**src/rtl/afc_cal_sequencer.sv**
```systemverilog
// AFC measurement/sequencing controller: settle, count divided-VCO edges, decide FAST/SLOW/FREEZE.
// Optional dead-VCO detection is enabled by defining AFC_SEQ_DEADVCO_EN.
module afc_cal_sequencer #(
    parameter int CNT_W         = 10,
    parameter int WIN_CYCLES    = 256,
    parameter int SETTLE_CYCLES = 32,
    parameter int MAX_ITER      = 7
) (
    input  logic             clk_i,
    input  logic             rst_ni,
    input  logic             start_i,
    input  logic             abort_i,
    input  logic [CNT_W-1:0] target_cnt_i,
    input  logic [3:0]       tol_i,
    input  logic             vco_div_i,
    output logic [2:0]       comp_out_o,
    output logic             comp_valid_o,
    output logic             busy_o,
    output logic             cal_done_o,
    output logic             cal_fail_o,
    output logic [CNT_W-1:0] meas_cnt_o,
    output logic [3:0]       iter_cnt_o
);

    localparam int CYC_MAX = (WIN_CYCLES > SETTLE_CYCLES) ? WIN_CYCLES : SETTLE_CYCLES;
    localparam int CYC_W   = $clog2(CYC_MAX + 1);
    localparam logic [CNT_W-1:0] CNT_MAX = '1;
    localparam logic [2:0] DEC_FREEZE = 3'b001;
    localparam logic [2:0] DEC_FAST   = 3'b010;
    localparam logic [2:0] DEC_SLOW   = 3'b100;

    typedef enum logic [2:0] {
        ST_IDLE, ST_SETTLE, ST_MEASURE, ST_DECIDE, ST_DONE, ST_FAIL
    } state_e;

    state_e           state_q, state_d;
    logic [2:0]       sync_q;
    logic [CYC_W-1:0] cyc_q, cyc_d;
    logic [CNT_W-1:0] edge_cnt_q, edge_cnt_d;
    logic [CNT_W-1:0] target_q, target_d;
    logic [3:0]       tol_q, tol_d;
    logic [3:0]       iter_q, iter_d;
    logic [CNT_W-1:0] meas_q, meas_d;
    logic [2:0]       comp_q, comp_d;

    logic             rise;
    logic             start_ok;
    logic             commit;
    logic             dead;
    logic             settle_last;
    logic             win_last;
    logic [CNT_W:0]   tol_ext;
    logic [CNT_W:0]   tgt_ext;
    logic [CNT_W:0]   cnt_ext;
    logic [CNT_W:0]   hi_sum;
    logic [CNT_W:0]   hi;
    logic [CNT_W:0]   lo;
    logic [2:0]       decision;
    logic [3:0]       iter_next;

    // sync_q[1] is the synchronized level, sync_q[2] its previous value
    assign rise        = sync_q[1] & ~sync_q[2];
    assign start_ok    = start_i & ((state_q == ST_IDLE) | (state_q == ST_DONE) | (state_q == ST_FAIL));
    assign commit      = (state_q == ST_DECIDE) & ~abort_i;
    assign settle_last = (cyc_q == CYC_W'(SETTLE_CYCLES - 1));
    assign win_last    = (cyc_q == CYC_W'(WIN_CYCLES - 1));
    assign iter_next   = iter_q + 4'd1;

    assign tol_ext  = {{(CNT_W - 3){1'b0}}, tol_q};
    assign tgt_ext  = {1'b0, target_q};
    assign cnt_ext  = {1'b0, edge_cnt_q};
    assign hi_sum   = tgt_ext + tol_ext;
    assign hi       = hi_sum[CNT_W] ? {1'b0, CNT_MAX} : hi_sum;
    assign lo       = (tgt_ext >= tol_ext) ? (tgt_ext - tol_ext) : '0;
    assign decision = (cnt_ext > hi) ? DEC_FAST : ((cnt_ext < lo) ? DEC_SLOW : DEC_FREEZE);

`ifdef AFC_SEQ_DEADVCO_EN
    assign dead = (edge_cnt_q == '0);
`else
    assign dead = 1'b0;
`endif

    always_ff @(posedge clk_i or negedge rst_ni) begin
        if (!rst_ni) begin
            state_q    <= ST_IDLE;
            sync_q     <= '0;
            cyc_q      <= '0;
            edge_cnt_q <= '0;
            target_q   <= '0;
            tol_q      <= '0;
            iter_q     <= '0;
            meas_q     <= '0;
            comp_q     <= '0;
        end else begin
            state_q    <= state_d;
            sync_q     <= {sync_q[1:0], vco_div_i};
            cyc_q      <= cyc_d;
            edge_cnt_q <= edge_cnt_d;
            target_q   <= target_d;
            tol_q      <= tol_d;
            iter_q     <= iter_d;
            meas_q     <= meas_d;
            comp_q     <= comp_d;
        end
    end

    always_comb begin
        state_d = state_q;
        if (abort_i) begin
            state_d = ST_IDLE;
        end else begin
            case (state_q)
                ST_IDLE:    if (start_ok) state_d = ST_SETTLE;
                ST_SETTLE:  if (settle_last) state_d = ST_MEASURE;
                ST_MEASURE: if (win_last) state_d = ST_DECIDE;
                ST_DECIDE: begin
                    if (dead)                             state_d = ST_FAIL;
                    else if (decision == DEC_FREEZE)      state_d = ST_DONE;
                    else if (iter_next == 4'(MAX_ITER))   state_d = ST_FAIL;
                    else                                  state_d = ST_SETTLE;
                end
                ST_DONE, ST_FAIL: if (start_ok) state_d = ST_SETTLE;
                default:    state_d = ST_IDLE;
            endcase
        end
    end

    // Datapath: window timing, edge counting, start latching and decision commit
    always_comb begin
        cyc_d      = '0;
        edge_cnt_d = edge_cnt_q;
        target_d   = target_q;
        tol_d      = tol_q;
        iter_d     = iter_q;
        meas_d     = meas_q;
        comp_d     = comp_q;

        if (((state_q == ST_SETTLE) || (state_q == ST_MEASURE)) && (state_d == state_q))
            cyc_d = cyc_q + CYC_W'(1);

        if (state_q == ST_SETTLE)
            edge_cnt_d = '0;
        else if ((state_q == ST_MEASURE) && rise && (edge_cnt_q != CNT_MAX))
            edge_cnt_d = edge_cnt_q + CNT_W'(1);

        if (start_ok && !abort_i) begin
            target_d = target_cnt_i;
            tol_d    = tol_i;
            iter_d   = '0;
        end

        if (commit) begin
            meas_d = dead ? '0 : edge_cnt_q;
            if (!dead) begin
                comp_d = decision;
                iter_d = iter_next;
            end
        end
    end

    // Decision results are visible during DECIDE itself so abort can still suppress them
    always_comb begin
        busy_o       = (state_q == ST_SETTLE) || (state_q == ST_MEASURE) || (state_q == ST_DECIDE);
        cal_done_o   = (state_q == ST_DONE);
        cal_fail_o   = (state_q == ST_FAIL);
        comp_valid_o = 1'b0;
        comp_out_o   = comp_q;
        meas_cnt_o   = meas_q;
        iter_cnt_o   = iter_q;
        if (commit) begin
            comp_valid_o = ~dead;
            comp_out_o   = comp_d;
            meas_cnt_o   = meas_d;
            iter_cnt_o   = iter_d;
        end
    end

endmodule

```
**config.mk**
```make
export PLATFORM = sky130hd
export DESIGN_NAME = afc_cal_sequencer
export DESIGN_NICKNAME = d
export VERILOG_FILES = /design/src/rtl/afc_cal_sequencer.sv
export SDC_FILE = /design/constraint.sdc
export NUM_CORES = 1
export LEC_CHECK = 0
export BUFFER_PORTS_ARGS = -buffer_cell sky130_fd_sc_hd__buf_2
export CAP_MARGIN = 10
export CORE_AREA = 2 2 101 64
export CTS_BUF_LIST = sky130_fd_sc_hd__clkbuf_4 sky130_fd_sc_hd__clkbuf_8
export DETAILED_ROUTE_END_ITERATION = 8
export DIE_AREA = 0 0 103 66
export PLACE_DENSITY = 0.81
export SYNTH_ARGS = -nofsm -noshare
export SYNTH_HDL_FRONTEND = slang
export SYNTH_SLANG_ARGS = --single-unit
```
**constraint.sdc**
```tcl
create_clock -name clk_i -period 3.5 [get_ports clk_i]
set_input_delay 0.175 -clock clk_i [delete_from_list [all_inputs] [get_ports clk_i]]
set_output_delay 0.175 -clock clk_i [all_outputs]
set_load 0.01 [all_outputs]
```
# == Word-level counts from Yosys, hierarchy flattened ==
# Cells that the tools add are included.
# word_totals
ff_bits,56
latchBits,0
ram_bits,0
mem_bits_ro,0
inputBits,19
out_inout_bits,21
elab_cells,67
memories,0
# classes
n_addsub,5
n_mul,0
div,0
magnitude_cmp,3
eq_ne,11
n_shift,0
mux,22
bitwise_logic,7
n_reduce_logical,10
# ops
cell,count
$mux 10,5
$mux 3,10
$mux 4,3
$pmux 3 s4,1
$add 10x4->11,1
$lt 10x11->1,1
$mux 11,1
$sub 10x4->11,1
$add 10x1->10 const B,1
$ge 10x4->1,1
$gt 10x10->1,1
$ne 10x10->1 const B,1
$add 9x1->9 const B,1
$eq 9x5->1 const B,1
$eq 9x8->1 const B,1
$mux 9,1
$eq 3x1->1 const B,2
$eq 3x2->1 const B,2
$eq 3x3->1 const B,2
$add 4x1->4 const B,1
$eq 4x3->1 const B,1
$logic_and 1x1->1,4
$and 1x1->1,3
$eq 3x3->1,1
8 further kinds,11

# == Longest topological paths before layout ==
# depth
depth_word,12
mapped_depth,16
ltp_nobuf,16

# == Least setup slack after synthesis ==
# No wires, ideal clock.
# synth_timing
path_type,flip-flop to output port
start,register tol_q[1]
end,output comp_out_o[0]
arrival_time_ps,3087
required_ps,3325
slack_ps,238
stages_incl_launch_ff,15
path_buffers,0
cell_sequence,dfrtp_1 > inv_1 > ha_1 > nor2b_1 > o31a_1 > or2_1 > nor3_1 > mux2_2 > ha_1 > nand3_1 > o221ai_1 > o22ai_1 > a21oi_2 > nand2_2 > o21ai_2
# synth_via
elab_chain_cells,7
word_cells_on_any_way,11
cone_classes,add/sub: 2; order compare: 3; mux: 6
# synth_rtl
item,line,text
from (decl),41,"logic [3:0] tol_q, tol_d;"
from (signal assigned),100,tol_q <= tol_d;
$sub 10x4->11 / $ge 10x4->1 (equally long branches),74,assign lo = (tgt_ext >= tol_ext) ? (tgt_ext - tol_ext) : '0;
$mux 11,74,
$lt 10x11->1,75,assign decision = (cnt_ext > hi) ? DEC_FAST : ((cnt_ext < lo) ? DEC_SLOW : DEC_FREEZE);
$mux 3,75,
$mux 3 *,75,
$mux 3 *,152,if (commit) begin
$mux 3 *,170,if (commit) begin
to (decl),16,"output logic [2:0] comp_out_o,"
# Every way passes the cells marked *; elsewhere a longest branch is shown, timed or not.

# == Worst setup path in the final report ==
# layout_timing
start,register tol_q[0]
end,output comp_out_o[2]
# The elaborated chain is that of the path after synthesis.

==> impl_metrics.tcl <==
set metrics [dict create \
    library_cell_with_the_highest_instance_count_after_synthesis "sky130_fd_sc_hd__nand2_1" \
    leakage_power_total_nw 2.07 \
    route.detailed.wl_per_inst_um 15.0 \
    syn_area_mm2 0.00349 \
    cap_viol_max_count 0 \
    die_y_um 66 \
    skew_ns 0.0120 \
    worst_setup_path_end_kind "output pin" \
    synth.ff_latch_count 56 \
    max_slew_violation_total_from_the_final_report 0 \
    dp_slack_ns -0.102 \
    fin_util_pct 72.1 \
    drtPass1Iterations 5 \
    via_count 3012 \
    antenna_violations_before_repair 0 \
    final_net_count 506 \
    synth_commonest_cells "sky130_fd_sc_hd__nand2_1 (64), sky130_fd_sc_hd__dfrtp_1 (56), sky130_fd_sc_hd__nor2_1 (43)" \
    num_antenna_cells 0 \
    cp.arrival_ns 3.62 \
    clkLatencyLatePin_ns 0.32 \
    grt_setup_unrepaired "true" \
    powerDensity_mw_per_mm2 432 \
    tightestPinTransition_ns 0.947 \
    slowest_stage_delay_on_critical_path_ns 0.39 \
    syn_inst 388 \
    clock_tree.htree_level_count 2 \
    routed_wl_um 8060 \
    synth_area_per_cell_um2 8.99 \
    hpwlAfterDp_um 5670 \
    cell_chain_critical_path "ha_2, inv_2, fa_2, nor2_1, nor2_1, o21bai_1, and3_1, nand3_1, o21ai_1, ha_1, and3_4, a221oi_2, a21oi_2, o31ai_2, buf_4, nand2_1, o21ai_2, buf_2" \
    ys.warnings.count 0 \
    tritoncts "yes" \
    hold-worst-slack_ns -0.0251 \
    drcViolationCount 0 \
    port_buffers 39 \
    first_global_vias 2848 \
    grt_pass1_wl_um 13400 \
    clock_sinks 56 \
    synth.top_cell.area_share_pct 40.2 \
    vias_per_cell 5.60 \
    yosysUniqueCellTypes 52 \
    initial_detailed_routing_violation_count 264 \
    violated_checks "hold timing, setup timing" \
    yosys-top-cells-area "sky130_fd_sc_hd__dfrtp_1 (40%), sky130_fd_sc_hd__ha_1 (11%), sky130_fd_sc_hd__nand2_1 (6.9%), sky130_fd_sc_hd__nor2_1 (4.6%), sky130_fd_sc_hd__xor2_1 (3.8%)" \
    timing.final.ws_setup_ns -0.298 \
    final-setup-viol-count 3 \
    final_area_mm2 0.00425 \
    yosysSeqAreaShare_pct 40.2 \
    slew_headroom_pct 36.6 \
    cts_buf_count 5 \
    power.ir.vdd_worst_mv 0.288 \
    timing.setup.critical_path_class "flop to output pin" \
    worstPathMaxFanout 4 \
    cpMostUsedCell "sky130_fd_sc_hd__nor2_1" \
    post-synth-top-area-cell "sky130_fd_sc_hd__dfrtp_1" \
    initial_core_util_pct 59.2 \
    synth_enable_flop_cells 0 \
    post-route-period-util_pct 109 \
    floorplan.die_area_mm2 0.00680 \
    row_count 22 \
    min_path_type "primary input to async pin" \
    placedInstanceArea_mm2 0.00391 \
    run_status "finished with violations" \
    syn2layout_area_growth_pct 21.8 \
    clk_path_buf_depth 2 \
    top_level_port_count 40 \
    detail-route-antenna-nets 0 \
    critical_path.startpoint_type "flop" \
    gp_routability_congestion 0.897 \
    timing.final.hold_violations 11 \
    grt_max_degree 57 \
    clk_slew_on_worst_s_h_paths_ns 0.11 \
    worst-r2r-cell-count 13 \
    postSynth.topFlopCell "sky130_fd_sc_hd__dfrtp_1" \
    layout-drive-gt1-share_pct 24.7 \
    achievable_clock_frequency_ghz 0.263 \
    final.fill_count 436 \
    standard_cell_core_area_mm2 0.00589 \
    cell_chosen_for_the_clock_root "sky130_fd_sc_hd__clkbuf_8" \
    timing.critical_path.slowest_stage_cell "sky130_fd_sc_hd__dfrtp_1" \
    die_w_um 103 \
    synthesized_netlist_net_count 441 \
    synth-async-reset-ratio_pct 100 \
    critPathRequiredTime_ns 3.32 \
    minimum_period_implied_by_the_final_worst_setup_slack_ns 3.80 \
    final_global_route_overflow_total 0 \
    globalRouteTotalUtil_pct 25.4 \
]
[report_power, final]
group / switching, mW / total (mW) / internal (mW)
Clock: 0.215 / 0.436 / 0.221
Combinational: 0.380 / 0.695 / 0.314
Sequential: 0.0247 / 0.706 / 0.681
[metrics by stage]
step	total power [mW]	TNS (ns)	cells
2_1_floorplan	1.08	0	388
3_3_place_gp	1.26	0	521
3_5_place_dp	1.28	-0.161	521
4_1_cts	1.79	-0.607	537
5_1_grt	1.94	-1.37	538
6_report	1.84	-0.799	538
[registers in the layout, indices dropped and copies added (netlist names)]
name,flops
iter_q,4
sync_q,3
cyc_q,9
edge_cnt_q,10
state_q,3
target_q,10
tol_q,4
comp_q,3
meas_q,10
[worst max-delay path: cells and delay by family (launching register included)]
kind	cells	cell delay, ns
adder cells (fa/ha/maj)	3	0.79
buffers and inverters	3	0.36
AO/OA/AOI/OAI	6	1.01
AND/OR/NAND/NOR	6	0.74
flip-flops	1	0.39
[routing by layer]
| layer | up-vias | global-route usage (%) | part of all wire, % |
|---|---|---|---|
| met5 | - | 0 | 0 |
| met4 | 0 | 5.10 | 1.6 |
| met3 | 19 | 4.33 | 6.1 |
| met2 | 114 | 39.9 | 45 |
| met1 | 1422 | 37.2 | 47 |
| li1 | 1457 | - | - |
[layout by cell type, fill, tap and decap left out, types with 4 or more instances in the layout]
| master | n |
|---|---|
| sky130_fd_sc_hd__a21oi_1 | 9 |
| sky130_fd_sc_hd__a21oi_2 | 5 |
| sky130_fd_sc_hd__and3_1 | 5 |
| sky130_fd_sc_hd__buf_2 | 39 |
| sky130_fd_sc_hd__buf_4 | 29 |
| sky130_fd_sc_hd__clkbuf_8 | 5 |
| sky130_fd_sc_hd__dfrtp_1 | 56 |
| sky130_fd_sc_hd__ha_1 | 30 |
| sky130_fd_sc_hd__inv_1 | 17 |
| sky130_fd_sc_hd__mux2_1 | 6 |
| sky130_fd_sc_hd__nand2_1 | 64 |
| sky130_fd_sc_hd__nand3_1 | 11 |
| sky130_fd_sc_hd__nand4_1 | 5 |
| sky130_fd_sc_hd__nor2_1 | 42 |
| sky130_fd_sc_hd__nor2b_1 | 14 |
| sky130_fd_sc_hd__nor3_1 | 6 |
| sky130_fd_sc_hd__o21ai_0 | 16 |
| sky130_fd_sc_hd__o21ai_1 | 4 |
| sky130_fd_sc_hd__o21ai_2 | 4 |
| sky130_fd_sc_hd__xnor2_1 | 11 |
| sky130_fd_sc_hd__xor2_1 | 15 |
[cell type report]
cell class                 instances  area [um^2]  share of cell area, %
clock buffer                       6         76.3                   1.80
clock inverter                     2         35.0                  0.825
inverter                          19         71.3                   1.68
multi-input combinational        301         2120                   50.0
sequential                        56         1400                   33.0
tap                               84          105                   2.47
timing repair buffer              70          434                   10.2
[path summary, 6_finish.rpt]
| check | from | end | slack [ns] |
|---|---|---|---|
| hold / removal | rst_ni | target_q[1] | -0.03 |
| hold reg to reg | sync_q[0] | sync_q[1] | 0.35 |
| setup / recovery | tol_q[0] | comp_out_o[2] | -0.30 |
| max in group asynchronous | rst_ni | comp_q[1] | 3.04 |
| setup reg to reg | target_q[6] | state_q[0] | 0.26 |
| min in group clk_i | target_cnt_i[1] | target_q[1] | 0.06 |
[kinds of logic after synthesis]
| kind of cell | Yosys count | share of synthesized area (%) |
|---|---|---|
| AND/OR/NAND/NOR | 169 | 22.6 |
| flip-flops | 56 | 40.2 |
| multiplexers | 10 | 3.19 |
| AO/OA/AOI/OAI | 62 | 11.3 |
| XOR/XNOR | 26 | 6.53 |
| adder cells (fa/ha/maj) | 34 | 12.6 |
| buffers and inverters | 31 | 3.59 |
[what timing repair did]
item | 4_1_cts | 5_1_grt
endpoints found under the setup margin | 3 | 3
hold buffers | 1 | 0
endpoints found under the hold margin | 1 | 0
cloned | 0 | 0
buffers inserted | 7 | 1
gates resized for setup | 25 | 9
pin swaps | 15 | 5
(Power assumes the default switching activity.)
